[config.mk]
export PLATFORM = sky130hd
export DESIGN_NAME = riscv_core_hazard_ctrl_t_flat
export DESIGN_NICKNAME = d
export VERILOG_FILES = /design/src/rtl/riscv_core_hazard_ctrl_t_if.sv /design/src/rtl/riscv_core_hazard_ctrl_t.sv /design/src/flat_wrapper.sv
export SDC_FILE = /design/constraint.sdc
export NUM_CORES = 1
export LEC_CHECK = 0
export BUFFER_PORTS_ARGS = -buffer_cell sky130_fd_sc_hd__buf_2
export CORE_MARGIN = 1
export CORE_UTILIZATION = 55
export DETAILED_ROUTE_END_ITERATION = 7
export GPL_TIMING_DRIVEN = 0
export PLACE_DENSITY_LB_ADDON = 0.08
export SETUP_SLACK_MARGIN = 0.05
export SKIP_LAST_GASP = 1
export SLEW_MARGIN = 5
export SYNTH_ARGS = -nofsm -noshare
export SYNTH_HDL_FRONTEND = slang
export SYNTH_SLANG_ARGS = --single-unit
[constraint.sdc]
create_clock -name CLK -period 4.5 [get_ports CLK]
set_input_delay 0.9 -clock CLK [delete_from_list [all_inputs] [get_ports CLK]]
set_output_delay 0.9 -clock CLK [all_outputs]
set_load 0.1 [all_outputs]
[src/rtl/riscv_core_hazard_ctrl_t_if.sv]
// Hazard-controller port bundle: pipeline status in, per-stage stall/clear requests out.
// master = pipeline side, slave = hazard controller.
interface riscv_core_hazard_ctrl_t_if #(
  parameter int MC_CNT_W = 6,
  parameter int PERF_W   = 32
);
  logic [4:0]          id_rs1_idx;
  logic [4:0]          id_rs2_idx;
  logic                id_rs1_used;
  logic                id_rs2_used;
  logic [4:0]          ex_rd_idx;
  logic                ex_is_load;
  logic                ex_mc_start;
  logic [MC_CNT_W-1:0] ex_mc_cycles;
  logic                ex_branch_taken;
  logic                me_mem_req;
  logic                me_mem_ready;
  logic                if_fetch_ready;
  logic                s_if_stall;
  logic                s_id_stall;
  logic                s_ex_stall;
  logic                s_me_stall;
  logic                s_wb_stall;
  logic                s_id_clear;
  logic                s_ex_clear;
  logic                s_me_clear;
  logic                s_wb_clear;
  logic                mc_busy;
  logic [PERF_W-1:0]   perf_stall_cycles;

  modport master (
    output id_rs1_idx, id_rs2_idx, id_rs1_used, id_rs2_used, ex_rd_idx, ex_is_load,
           ex_mc_start, ex_mc_cycles, ex_branch_taken, me_mem_req, me_mem_ready, if_fetch_ready,
    input  s_if_stall, s_id_stall, s_ex_stall, s_me_stall, s_wb_stall,
           s_id_clear, s_ex_clear, s_me_clear, s_wb_clear, mc_busy, perf_stall_cycles
  );

  modport slave (
    input  id_rs1_idx, id_rs2_idx, id_rs1_used, id_rs2_used, ex_rd_idx, ex_is_load,
           ex_mc_start, ex_mc_cycles, ex_branch_taken, me_mem_req, me_mem_ready, if_fetch_ready,
    output s_if_stall, s_id_stall, s_ex_stall, s_me_stall, s_wb_stall,
           s_id_clear, s_ex_clear, s_me_clear, s_wb_clear, mc_busy, perf_stall_cycles
  );
endinterface

[src/rtl/riscv_core_hazard_ctrl_t.sv]
// Hazard/flush generator for the 5-stage core: fixed-priority stall/clear requests,
// multi-cycle EX sequencer and a saturating stall-cycle counter.
module riscv_core_hazard_ctrl_t #(
  parameter int MC_CNT_W = 6,
  parameter int PERF_W   = 32
) (
  input  logic                       CLK,
  input  logic                       RST,
  riscv_core_hazard_ctrl_t_if.slave  hz
);

  localparam logic [0:0] ST_RUN     = 1'b0;
  localparam logic [0:0] ST_MC_BUSY = 1'b1;

  logic [0:0]          state_r;
  logic [0:0]          state_nxt_s;
  logic [MC_CNT_W-1:0] mc_cnt_r;
  logic [MC_CNT_W-1:0] mc_cnt_nxt_s;
  logic [PERF_W-1:0]   perf_r;

  logic memw_s, mc_s, br_s, lu_s, fe_s;
  // stall_s[0]=IF .. stall_s[4]=WB ; clear_s[0]=ID .. clear_s[3]=WB
  logic [4:0] stall_s;
  logic [3:0] clear_s;

  // Raw hazard conditions
  always_comb begin
    memw_s = hz.me_mem_req & ~hz.me_mem_ready;
    mc_s   = (state_r == ST_MC_BUSY);
    br_s   = hz.ex_branch_taken & ~mc_s;
    lu_s   = hz.ex_is_load & (hz.ex_rd_idx != 5'd0) &
             ((hz.id_rs1_used & (hz.id_rs1_idx == hz.ex_rd_idx)) |
              (hz.id_rs2_used & (hz.id_rs2_idx == hz.ex_rd_idx)));
    fe_s   = ~hz.if_fetch_ready;
  end

  // Highest-priority hazard selects the stall/clear pattern; outputs forced low in reset
  always_comb begin
    stall_s = 5'b00000;
    clear_s = 4'b0000;
    if (!RST) begin
      stall_s = 5'b00000;
      clear_s = 4'b0000;
    end else if (memw_s) begin
      stall_s = 5'b01111;
      clear_s = 4'b1000;
    end else if (mc_s) begin
      stall_s = 5'b00111;
      clear_s = 4'b0100;
    end else if (br_s) begin
      stall_s = 5'b00000;
      clear_s = 4'b0011;
    end else if (lu_s) begin
      stall_s = 5'b00011;
      clear_s = 4'b0010;
    end else if (fe_s) begin
      stall_s = 5'b00001;
      clear_s = 4'b0001;
    end else begin
      stall_s = 5'b00000;
      clear_s = 4'b0000;
    end
  end

  // Multi-cycle sequencer next state; leaving on the last decrement gives exactly N held cycles
  always_comb begin
    state_nxt_s  = state_r;
    mc_cnt_nxt_s = mc_cnt_r;
    case (state_r)
      ST_RUN: begin
        if (hz.ex_mc_start && (hz.ex_mc_cycles != {MC_CNT_W{1'b0}}) && !memw_s) begin
          state_nxt_s  = ST_MC_BUSY;
          mc_cnt_nxt_s = hz.ex_mc_cycles;
        end else begin
          state_nxt_s  = ST_RUN;
          mc_cnt_nxt_s = mc_cnt_r;
        end
      end
      ST_MC_BUSY: begin
        if (memw_s) begin
          state_nxt_s  = ST_MC_BUSY;
          mc_cnt_nxt_s = mc_cnt_r;
        end else if (mc_cnt_r <= {{(MC_CNT_W-1){1'b0}}, 1'b1}) begin
          state_nxt_s  = ST_RUN;
          mc_cnt_nxt_s = {MC_CNT_W{1'b0}};
        end else begin
          state_nxt_s  = ST_MC_BUSY;
          mc_cnt_nxt_s = mc_cnt_r - {{(MC_CNT_W-1){1'b0}}, 1'b1};
        end
      end
      default: begin
        state_nxt_s  = ST_RUN;
        mc_cnt_nxt_s = {MC_CNT_W{1'b0}};
      end
    endcase
  end

  // Sequencer state registers
  always_ff @(posedge CLK or negedge RST) begin
    if (!RST) begin
      state_r  <= ST_RUN;
      mc_cnt_r <= {MC_CNT_W{1'b0}};
    end else begin
      state_r  <= state_nxt_s;
      mc_cnt_r <= mc_cnt_nxt_s;
    end
  end

  // Saturating count of IF-stall cycles
  always_ff @(posedge CLK or negedge RST) begin
    if (!RST) begin
      perf_r <= {PERF_W{1'b0}};
    end else if (stall_s[0] && (perf_r != {PERF_W{1'b1}})) begin
      perf_r <= perf_r + {{(PERF_W-1){1'b0}}, 1'b1};
    end else begin
      perf_r <= perf_r;
    end
  end

  assign hz.s_if_stall        = stall_s[0];
  assign hz.s_id_stall        = stall_s[1];
  assign hz.s_ex_stall        = stall_s[2];
  assign hz.s_me_stall        = stall_s[3];
  assign hz.s_wb_stall        = stall_s[4];
  assign hz.s_id_clear        = clear_s[0];
  assign hz.s_ex_clear        = clear_s[1];
  assign hz.s_me_clear        = clear_s[2];
  assign hz.s_wb_clear        = clear_s[3];
  assign hz.mc_busy           = RST & (state_r == ST_MC_BUSY);
  assign hz.perf_stall_cycles = perf_r;

endmodule

[src/flat_wrapper.sv]
// flat-port wrapper written by rule: the top's interface ports become plain ports
module riscv_core_hazard_ctrl_t_flat 
#(
  parameter int MC_CNT_W = 6,
  parameter int PERF_W   = 32
)
  (CLK, RST, hz_id_rs1_idx, hz_id_rs2_idx, hz_id_rs1_used, hz_id_rs2_used, hz_ex_rd_idx, hz_ex_is_load, hz_ex_mc_start, hz_ex_mc_cycles, hz_ex_branch_taken, hz_me_mem_req, hz_me_mem_ready, hz_if_fetch_ready, hz_s_if_stall, hz_s_id_stall, hz_s_ex_stall, hz_s_me_stall, hz_s_wb_stall, hz_s_id_clear, hz_s_ex_clear, hz_s_me_clear, hz_s_wb_clear, hz_mc_busy, hz_perf_stall_cycles);
  riscv_core_hazard_ctrl_t_if #(.MC_CNT_W(MC_CNT_W), .PERF_W(PERF_W)) hz_i ();
  input  logic CLK;
  input  logic RST;
  input wire logic [$bits(hz_i.id_rs1_idx)-1:0] hz_id_rs1_idx;
  input wire logic [$bits(hz_i.id_rs2_idx)-1:0] hz_id_rs2_idx;
  input wire logic [$bits(hz_i.id_rs1_used)-1:0] hz_id_rs1_used;
  input wire logic [$bits(hz_i.id_rs2_used)-1:0] hz_id_rs2_used;
  input wire logic [$bits(hz_i.ex_rd_idx)-1:0] hz_ex_rd_idx;
  input wire logic [$bits(hz_i.ex_is_load)-1:0] hz_ex_is_load;
  input wire logic [$bits(hz_i.ex_mc_start)-1:0] hz_ex_mc_start;
  input wire logic [$bits(hz_i.ex_mc_cycles)-1:0] hz_ex_mc_cycles;
  input wire logic [$bits(hz_i.ex_branch_taken)-1:0] hz_ex_branch_taken;
  input wire logic [$bits(hz_i.me_mem_req)-1:0] hz_me_mem_req;
  input wire logic [$bits(hz_i.me_mem_ready)-1:0] hz_me_mem_ready;
  input wire logic [$bits(hz_i.if_fetch_ready)-1:0] hz_if_fetch_ready;
  output wire logic [$bits(hz_i.s_if_stall)-1:0] hz_s_if_stall;
  output wire logic [$bits(hz_i.s_id_stall)-1:0] hz_s_id_stall;
  output wire logic [$bits(hz_i.s_ex_stall)-1:0] hz_s_ex_stall;
  output wire logic [$bits(hz_i.s_me_stall)-1:0] hz_s_me_stall;
  output wire logic [$bits(hz_i.s_wb_stall)-1:0] hz_s_wb_stall;
  output wire logic [$bits(hz_i.s_id_clear)-1:0] hz_s_id_clear;
  output wire logic [$bits(hz_i.s_ex_clear)-1:0] hz_s_ex_clear;
  output wire logic [$bits(hz_i.s_me_clear)-1:0] hz_s_me_clear;
  output wire logic [$bits(hz_i.s_wb_clear)-1:0] hz_s_wb_clear;
  output wire logic [$bits(hz_i.mc_busy)-1:0] hz_mc_busy;
  output wire logic [$bits(hz_i.perf_stall_cycles)-1:0] hz_perf_stall_cycles;
  assign hz_i.id_rs1_idx = hz_id_rs1_idx;
  assign hz_i.id_rs2_idx = hz_id_rs2_idx;
  assign hz_i.id_rs1_used = hz_id_rs1_used;
  assign hz_i.id_rs2_used = hz_id_rs2_used;
  assign hz_i.ex_rd_idx = hz_ex_rd_idx;
  assign hz_i.ex_is_load = hz_ex_is_load;
  assign hz_i.ex_mc_start = hz_ex_mc_start;
  assign hz_i.ex_mc_cycles = hz_ex_mc_cycles;
  assign hz_i.ex_branch_taken = hz_ex_branch_taken;
  assign hz_i.me_mem_req = hz_me_mem_req;
  assign hz_i.me_mem_ready = hz_me_mem_ready;
  assign hz_i.if_fetch_ready = hz_if_fetch_ready;
  assign hz_s_if_stall = hz_i.s_if_stall;
  assign hz_s_id_stall = hz_i.s_id_stall;
  assign hz_s_ex_stall = hz_i.s_ex_stall;
  assign hz_s_me_stall = hz_i.s_me_stall;
  assign hz_s_wb_stall = hz_i.s_wb_stall;
  assign hz_s_id_clear = hz_i.s_id_clear;
  assign hz_s_ex_clear = hz_i.s_ex_clear;
  assign hz_s_me_clear = hz_i.s_me_clear;
  assign hz_s_wb_clear = hz_i.s_wb_clear;
  assign hz_mc_busy = hz_i.mc_busy;
  assign hz_perf_stall_cycles = hz_i.perf_stall_cycles;
  riscv_core_hazard_ctrl_t #(.MC_CNT_W(MC_CNT_W), .PERF_W(PERF_W)) u_core (.CLK(CLK), .RST(RST), .hz(hz_i));
endmodule
==> impl_metrics.json, run 1 <==
{
  "die_w_um": 67.0,
  "fin_crit_ps": 3860,
  "fin_area_mm2": 0.00286,
  "grt_pass1_wl_um": 8560,
  "root_buffer": "clkbuf_8",
  "hp-class": "reg2reg",
  "totalWireLength_um": 5340,
  "fin_skew_ps": 7.03,
  "grt_max_degree": 46,
  "required_ps": 3600,
  "period_share": 0.857,
  "hpwl_um": 3870,
  "rr_worst_depth": 7,
  "routed-via-count": 2038,
  "avgViaCountPerCell": 5.63,
  "maxSlewHeadroom": 0.343,
  "avgSynthCellArea_um2": 9.98,
  "async_reset_ff_frac": 1.00,
  "slowest_delay_ps": 720,
  "dpl_cell_area_mm2": 0.00274,
  "start_kind": "primary input",
  "cts_resized": 0,
  "cts_tree": "built",
  "drtIter0Drc": 117,
  "insertedDiodeCount": 0,
  "yosys-mux-area-fraction": 0.00484,
  "clock_power_share": 0.206,
  "cts_buffers": 5,
  "areaGrowthSynthToFinish_pct": 23.0,
  "synth_seq_area_share": 0.420,
  "total_power_uw": 1470,
  "powerDensity_mw_per_mm2": 515,
  "start_util": 0.577,
  "p_leak_uw": 0.00140,
  "slew_viol_final": 0,
  "yosys-top-cells-area": "dfrtp_1, xnor2_1, nand4_1, and3_1, nand2_1",
  "postCtsHoldBufs": 0,
  "first_global_vias": 1942,
  "placed_cells": 354,
  "fin_util": 0.710,
  "first_pass_iters": 4,
  "multi_input_area_mm2": 0.00127,
  "cp_num_buf_inv": 4,
  "cp-end-kind": "primary output",
  "die_area_mm2": 0.00449,
  "synthDistinctLibCells": 47,
  "clk_latency_ps": 300,
  "synth_xor_xnor_area_share": 0.154,
  "synth_ff_type": "dfrtp_1",
  "synth_area_mm2": 0.00232,
  "worstHoldEndpoint": "u_core.hz.perf_stall_cycles[26]",
  "switching_share": 0.485,
  "fin_tns_setup_ps": 0,
  "synth_edf_count": 0,
  "rows": 23,
  "drc_errors": 0,
  "hold_viol_final": 0,
  "crit_fanout": 45,
  "final_cell_mix": "buf_2, dfrtp_1, xnor2_1, nand2_1, nand4_1",
  "overflow": 0,
  "synth_adder_area_share": 0.0161,
  "pwr-share-seq": 0.323,
  "critPathMostFrequentCell": "buf_2",
  "setup_violations": 0,
  "synth_compound_area_frac": 0.0840,
  "fmax_ghz": 0.259,
  "post_cts_buffers": 0,
  "die_y_um": 67.0,
  "grt_setup_unrepaired": "no",
  "crit_slowest_cell": "buf_2",
  "core_mm2": 0.00403,
  "antenna_left": 0,
  "yosysWarningCount": 0,
  "hold_depth": 1,
  "drive_gt1_frac": 0.340,
  "critPathArrivalTime_ps": 2960,
  "antenna_found_initial": 0,
  "yosysTopAreaCell": "dfrtp_1",
  "io_buffers": 71,
  "switchingPower_uw": 715,
  "status": "completed",
  "hp-start": "u_core.hz.perf_stall_cycles[26]",
  "grtUsageTotal": 0.256,
  "critPathKind": "in2out",
  "htree_levels": 2,
  "clockBufferDepth": 2,
  "drv_cap": 0,
  "intPower_uw": 758,
  "place.gp.congestion": 0.805,
  "final-instance-count-excl-fill": 362,
  "synth_seq_cells": 39,
  "r2r_start": "u_core.hz.perf_stall_cycles[0]",
  "combinationalPowerShare": 0.471,
  "fill_cells": 339,
  "cp_top_family": "buffers and inverters",
  "cts_sinks": 39,
  "syn-num-nets": 267,
  "worst_slew_pin_slew_ps": 986,
  "io_pins": 73,
  "seqCellArea_um2": 976,
  "clkTransAtPathRegs_ps": 80,
  "detail_route.wl_per_cell_um": 14.7,
  "syn_inst": 233,
  "rrSetupSlack_ps": 2270,
  "r2r-end": "u_core.hz.perf_stall_cycles[1]",
  "synth.top_cell.area_share": 0.420,
  "synthSimpleGateAreaFrac": 0.284,
  "max-vdd-ir-drop_v": 0.000597,
  "layout.cells.most_common": "buf_2",
  "synth_top_family_by_area": "simple AND/OR/NAND/NOR gates",
  "finalNetCount": 345,
  "path_cells": "buf_2 -> nor3b_2 -> a22oi_4 -> inv_4 -> buf_6 -> buf_2"
}
per-stage QoR:
step,hold slack (ps),setup WS [ps]
4_1_cts,489,556
2_1_floorplan,499,486
5_1_grt,511,408
3_5_place_dp,474,561
3_3_place_gp,473,572
6_report,488,643
cell type report:
type / instances / share of cell area
multi-input cells: 180 / 0.443
flip-flops and latches: 39 / 0.341
repair buffers: 71 / 0.124
clock buffers: 6 / 0.0289
well taps: 50 / 0.0219
plain buffers: 8 / 0.0197
clock inverters: 2 / 0.0122
inverters: 6 / 0.00875
flip-flops by register name (all words and copies together) (netlist names):
signal / flops
u_core.mc_s: 1
u_core.mc_cnt_r: 6
u_core.hz.perf_stall_cycles: 32
power by group through the flow:
stage	clock (uW)	combinational, uW	sequential, uW
6_report	303	694	476
5_1_grt	321	742	487
4_1_cts	310	697	476
3_5_place_dp	0	695	482
3_3_place_gp	0	683	481
2_1_floorplan	0	334	710
per-layer routing:
layer,up-vias,wire [um],track usage
li1,987,-,-
met1,981,2410,0.316
met2,65,2570,0.424
met3,5,295,0.0548
met4,0,59,0.117
met5,-,0,0
Yosys cell counts (all sizes together), types with 2 or more instances:
master	count
nand2	18
and4	4
ha	3
and3	13
o311ai	2
xor2	4
nand3	14
nor2b	3
buf	7
nor2	10
or4	4
or3	2
and2	5
o211a	2
nand4b	5
or2	4
nor3	5
a21oi	3
nand4	17
o21ai	9
nor4	2
xnor2	37
inv	6
dfrtp	39
kinds of logic after synthesis:
group | Yosys count
simple gates | 109
fa+ha+maj | 3
flops | 39
compound gates | 25
buf+inv | 14
mux | 1
xor+xnor | 41
other cells | 1
worst max path at each step:
stage	slack (ps)	end	from	cells after the start
after floorplan	490	hz_s_me_clear	RST	2
after global placement	570	hz_s_if_stall	RST	6
after detailed placement	560	hz_s_if_stall	RST	6
after CTS	560	hz_s_if_stall	RST	6
after global routing	410	hz_s_if_stall	RST	6
final	640	hz_s_if_stall	RST	6
No activity file was read; power rests on OpenSTA's default activity.
==> run 2: changes to the inputs <==
ABC_AREA = 1   (was not set)
CELL_PAD_IN_SITES_DETAIL_PLACEMENT = 1   (was not set)
CELL_PAD_IN_SITES_GLOBAL_PLACEMENT = 1   (was not set)
CORE_UTILIZATION = 40   (was 55)
SLEW_MARGIN = not set   (was 5)
==> impl_metrics.json, run 2 <==
{
  "status": "completed",
  "grtUsageTotal": 0.244,
  "fin_skew_ps": 10.2,
  "crit_fanout": 42,
  "start_kind": "primary input",
  "wl_met1_um": 4150,
  "clockBufferDepth": 2,
  "antenna_found_initial": 0,
  "cts_sinks": 39,
  "fmax_ghz": 0.251,
  "yosys-top-cells-area": "dfrtp_1, nand2_1, nand3_1, inv_1, nor2_1",
  "synth.top_cell.area_share": 0.331,
  "rows": 30,
  "cp-end-kind": "primary output",
  "totalWireLength_um": 8810,
  "synthMostInstantiatedCell": "nand2_1",
  "die_area_mm2": 0.00772,
  "max-vdd-ir-drop_v": 0.000644,
  "cp_num_buf_inv": 4,
  "path_cells": "clkbuf_4 -> inv_1 -> nor2_1 -> nand3_1 -> nand3_1 -> clkbuf_1 -> buf_2",
  "place.gp.congestion": 0.903,
  "worst_slew_pin_slew_ps": 568,
  "wl_met2_um": 4110,
  "antenna_left": 0,
  "p_leak_uw": 0.00202,
  "io_buffers": 71,
  "total_power_uw": 1520,
  "setup_ws_ps": 516,
  "post_cts_buffers": 0,
  "crit_slowest_cell": "buf_2",
  "clkTransAtPathRegs_ps": 80,
  "clk_latency_ps": 300,
  "period_share": 0.885,
  "routed-via-count": 3182,
  "avgViaCountPerCell": 5.02,
  "synth_seq_cells": 39,
  "dp_worst_setup_slack_ps": 210,
  "first_pass_iters": 4,
  "synth_ff_type": "dfrtp_1",
  "areaGrowthSynthToFinish_pct": 20.3,
  "grt_pass1_wl_um": 14700,
  "root_buffer": "clkbuf_8",
  "drv_cap": 0,
  "htree_levels": 2,
  "slowest_delay_ps": 510,
  "syn-num-nets": 493,
  "overflow": 0,
  "synth_commonest_cells": "nand2_1, nand3_1, inv_1",
  "insertedDiodeCount": 0,
  "syn_inst": 459,
  "critPathArrivalTime_ps": 3080,
  "first_global_vias": 3046,
  "powerDensity_mw_per_mm2": 428,
  "finalNetCount": 571,
  "critPathKind": "in2out",
  "fin_tns_setup_ps": 0,
  "maxSlewHeadroom": 0.619,
  "drc_errors": 0,
  "cp_top_family": "buffers and inverters",
  "setup_violations": 0,
  "die_w_um": 87.8,
  "hold_viol_final": 0,
  "synth_area_mm2": 0.00295,
  "critPathMostFrequentCell": "nand3_1",
  "die_y_um": 87.8,
  "highest-signal-layer": "met4",
  "hpwl_um": 7080,
  "layout.cells.most_common": "nand2_1",
  "start_util": 0.425,
  "synthDistinctLibCells": 28,
  "drive_gt1_frac": 0.188,
  "core_mm2": 0.00694,
  "synth_seq_area_share": 0.331,
  "required_ps": 3600,
  "wl_met3_um": 425,
  "io_pins": 73,
  "fill_cells": 995,
  "hp-class": "reg2reg",
  "slew_viol_final": 0,
  "yosysTopAreaCell": "dfrtp_1",
  "drtIter0Drc": 142,
  "yosysWarningCount": 0,
  "grt_max_degree": 43,
  "cts_buffers": 5,
  "largest_reg_flops": 32,
  "grt_setup_unrepaired": "no",
  "fin_util": 0.511,
  "fin_crit_ps": 3980,
  "final_cell_mix": "nand2_1, buf_2, nand3_1, inv_1, nor2_1",
  "synth_edf_count": 0,
  "avgSynthCellArea_um2": 6.42,
  "cts_tree": "built",
  "async_reset_ff_frac": 1.00,
  "detail_route.wl_per_cell_um": 13.9
}
==> run 2: cell count changes after synthesis, sizes merged, moves of 5 or more <==
cell,previous run,this run
inv,6,50
clkbuf,1,6
xor2,4,18
nor3,5,14
nand3,14,52
nand4b,5,0
and3,13,0
and2,5,0
nand2,18,184
xnor2,37,8
nor2,10,48
nand4,17,5
==> run 2: kinds of logic (layout without fill, tap and decap cells) <==
group / Yosys count / after routing / share of synthesized area
buf+inv: 64 / 143 / 0.0929
compound gates: 19 / 19 / 0.0365
flops: 39 / 39 / 0.331
xor+xnor: 26 / 26 / 0.0773
other cells: 1 / 1 / 0.00127
simple gates: 307 / 307 / 0.448
fa+ha+maj: 3 / 3 / 0.0127
==> run 2: timing repair <==
| item | 4_1_cts | 5_1_grt |
|---|---|---|
| hold buffers | 0 | 0 |
| endpoints found under the hold margin | 0 | 0 |
| gates resized for setup | 0 | 1 |
| setup endpoints to repair | 0 | 1 |
==> run 2: power by group <==
part | switching, uW | internal [uW]
sequential | 57.4 | 405
clock | 135 | 180
combinational | 562 | 177
==> run 2: layer usage <==
metal	GRT usage	up-vias
met3	0.0311	13
li1	-	1584
met1	0.336	1509
met2	0.404	76
met5	0	-
met4	0.0656	0
==> run 2: layout make-up <==
| class | count | area (um^2) | share of cell area |
|---|---|---|---|
| plain buffers | 14 | 86.3 | 0.0243 |
| clock buffers | 6 | 82.6 | 0.0233 |
| clock inverters | 2 | 35.0 | 0.00988 |
| inverters | 50 | 188 | 0.0529 |
| multi-input cells | 356 | 1700 | 0.480 |
| flip-flops and latches | 39 | 976 | 0.275 |
| well taps | 96 | 120 | 0.0339 |
| repair buffers | 71 | 358 | 0.101 |
==> run 2: worst paths after layout <==
check,from,endpoint,slack [ps],depth (start not counted)
setup reg to reg,u_core.hz.perf_stall_cycles[0],u_core.hz.perf_stall_cycles[2],2300,11
hold / removal,u_core.hz.perf_stall_cycles[3],u_core.hz.perf_stall_cycles[3],550,2
min in group asynchronous,RST,u_core.mc_cnt_r[0],620,1
setup / recovery,RST,hz_s_if_stall,520,7
hold reg to reg,u_core.hz.perf_stall_cycles[3],u_core.hz.perf_stall_cycles[3],550,2
max in group asynchronous,RST,u_core.hz.perf_stall_cycles[2],3490,1
==> run 2: stage by stage <==
| step | instance area [um^2] | cells | hold WS, ps |
|---|---|---|---|
| floorplan | 2950 | 459 | 516 |
| global placement | 3430 | 626 | 505 |
| detailed placement | 3430 | 626 | 531 |
| CTS | 3540 | 634 | 550 |
| global route | 3550 | 634 | 584 |
| finish | 3550 | 634 | 553 |
==> run 2: tightest hold or removal path, cell delays in order, from the launching register on <==
cell and delay [ps]:
dfrtp_1 410, nand2_1 70, nand2_1 50
==> run 3: changes to the inputs <==
ABC_AREA = not set   (was 1)
CELL_PAD_IN_SITES_DETAIL_PLACEMENT = 0   (was 1)
CORE_UTILIZATION = 41   (was 40)
==> impl_metrics.json, run 3 (synthesis results as in run 1) <==
{
  "cts_sinks": 39,
  "clockBufferDepth": 2,
  "status": "completed",
  "critPathMostFrequentCell": "buf_2",
  "io_pins": 73,
  "worstSetupEndpoint": "hz_s_if_stall",
  "drc_errors": 0,
  "slowest_delay_ps": 730,
  "wl_met2_um": 2340,
  "drive_gt1_frac": 0.337,
  "grt_max_degree": 46,
  "path_cells": "buf_2 -> nor3b_2 -> a22oi_4 -> inv_4 -> buf_6 -> buf_2",
  "fmax_ghz": 0.256,
  "start_kind": "primary input",
  "io_buffers": 71,
  "max-vdd-ir-drop_v": 0.000501,
  "cts_resized": 0,
  "setup_violations": 0,
  "critPathKind": "in2out",
  "final_cell_mix": "buf_2, dfrtp_1, xnor2_1, nand2_1, nand4_1",
  "hold_depth": 1,
  "finalNetCount": 345,
  "final-instance-count-excl-fill": 384,
  "drtIter0Drc": 59,
  "grt_pass1_wl_um": 9120,
  "r2r-end": "u_core.hz.perf_stall_cycles[1]",
  "largest_reg_flops": 32,
  "post_cts_buffers": 0,
  "crit_slowest_cell": "buf_2",
  "cp-end-kind": "primary output",
  "place.gp.congestion": 0.770,
  "wl_met1_um": 2630,
  "rows": 27,
  "die_area_mm2": 0.00598,
  "antenna_left": 0,
  "period_share": 0.866,
  "crit_fanout": 45,
  "layout.cells.most_common": "buf_2",
  "die_y_um": 77.3,
  "hp-class": "reg2reg",
  "fin_skew_ps": 5.69,
  "rrSetupSlack_ps": 2250,
  "totalWireLength_um": 5320,
  "start_util": 0.425,
  "root_buffer": "clkbuf_8",
  "postCtsHoldBufs": 0,
  "hold_viol_final": 0,
  "drv_cap": 0,
  "routed-via-count": 1992,
  "cts_tree": "built",
  "die_w_um": 77.3,
  "wl_met3_um": 303,
  "highest-signal-layer": "met4",
  "worst_slew_pin_slew_ps": 984,
  "rr_worst_depth": 7,
  "placed_cells": 376,
  "required_ps": 3600,
  "grtUsageTotal": 0.192,
  "p_leak_uw": 0.00138,
  "powerDensity_mw_per_mm2": 488,
  "hpwl_um": 3980,
  "overflow": 0,
  "avgViaCountPerCell": 5.19,
  "insertedDiodeCount": 0,
  "antenna_found_initial": 0,
  "clkTransAtPathRegs_ps": 70,
  "fin_tns_setup_ps": 0,
  "detail_route.wl_per_cell_um": 13.8,
  "slew_viol_final": 0,
  "grt_setup_unrepaired": "no",
  "first_pass_iters": 4,
  "first_global_vias": 1946,
  "r2r_start": "u_core.hz.perf_stall_cycles[0]",
  "critPathArrivalTime_ps": 3000,
  "maxSlewHeadroom": 0.344,
  "clk_latency_ps": 290,
  "core_mm2": 0.00547,
  "areaGrowthSynthToFinish_pct": 22.8,
  "cts_buffers": 5,
  "critPathLaunch": "RST",
  "fin_crit_ps": 3900,
  "htree_levels": 2
}
==> run 3: changes by cell type in the layout (fill, tap and decap cells not counted), moves of 11 or more <==
cell and change:
nor2_1 -33, and3_1 +13, inv_1 -42, xnor2_1 +29
nand3_1 -41, nand2_1 -162, nand4_1 +11, xor2_1 -14
==> run 3: worst min-delay path by stage <==
| stage | start | endpoint |
|---|---|---|
| CTS | u_core.hz.perf_stall_cycles[29] | u_core.hz.perf_stall_cycles[29] |
| detailed placement | u_core.hz.perf_stall_cycles[29] | u_core.hz.perf_stall_cycles[29] |
| floorplan | u_core.mc_cnt_r[0] | u_core.mc_cnt_r[0] |
| finish | u_core.hz.perf_stall_cycles[29] | u_core.hz.perf_stall_cycles[29] |
| global placement | u_core.hz.perf_stall_cycles[26] | u_core.hz.perf_stall_cycles[26] |
| global route | u_core.hz.perf_stall_cycles[31] | u_core.hz.perf_stall_cycles[31] |
==> run 3: stage by stage <==
step	total power, uW	util	setup slack [ps]	hold WS (ps)	cell area, um^2
after floorplan	1040	-	486	499	2320
after CTS	1410	0.522	510	488	2860
after global routing	1480	0.522	368	512	2860
final	1390	0.522	601	486	2860
after global placement	1170	0.506	508	469	2770
after detailed placement	1170	0.506	517	473	2770
==> run 3: routing by layer <==
layer,GRT usage,up-vias
met4,0.0547,0
met3,0.0476,5
li1,-,990
met1,0.250,937
met2,0.316,60
met5,0,-
==> run 3: power by group <==
| group | total [uW] | switching (uW) | internal (uW) |
|---|---|---|---|
| Sequential | 476 | 61.5 | 415 |
| Combinational | 689 | 526 | 164 |
| Clock | 227 | 119 | 108 |
==> run 3: layout make-up <==
| class | count | area (um^2) |
|---|---|---|
| inverter | 6 | 25.0 |
| buffer | 8 | 56.3 |
| tap | 72 | 90.1 |
| timing repair buffer | 71 | 355 |
| multi-input combinational | 180 | 1270 |
| sequential | 39 | 976 |
| fill | 547 | 2620 |
| clock buffer | 6 | 72.6 |
| clock inverter | 2 | 12.5 |
==> run 3: critical path: cells and delay by family <==
kind,cells,cell delay (ps)
AO/OA/AOI/OAI,1,170
AND/OR/NAND/NOR,1,410
buffers and inverters,4,1500
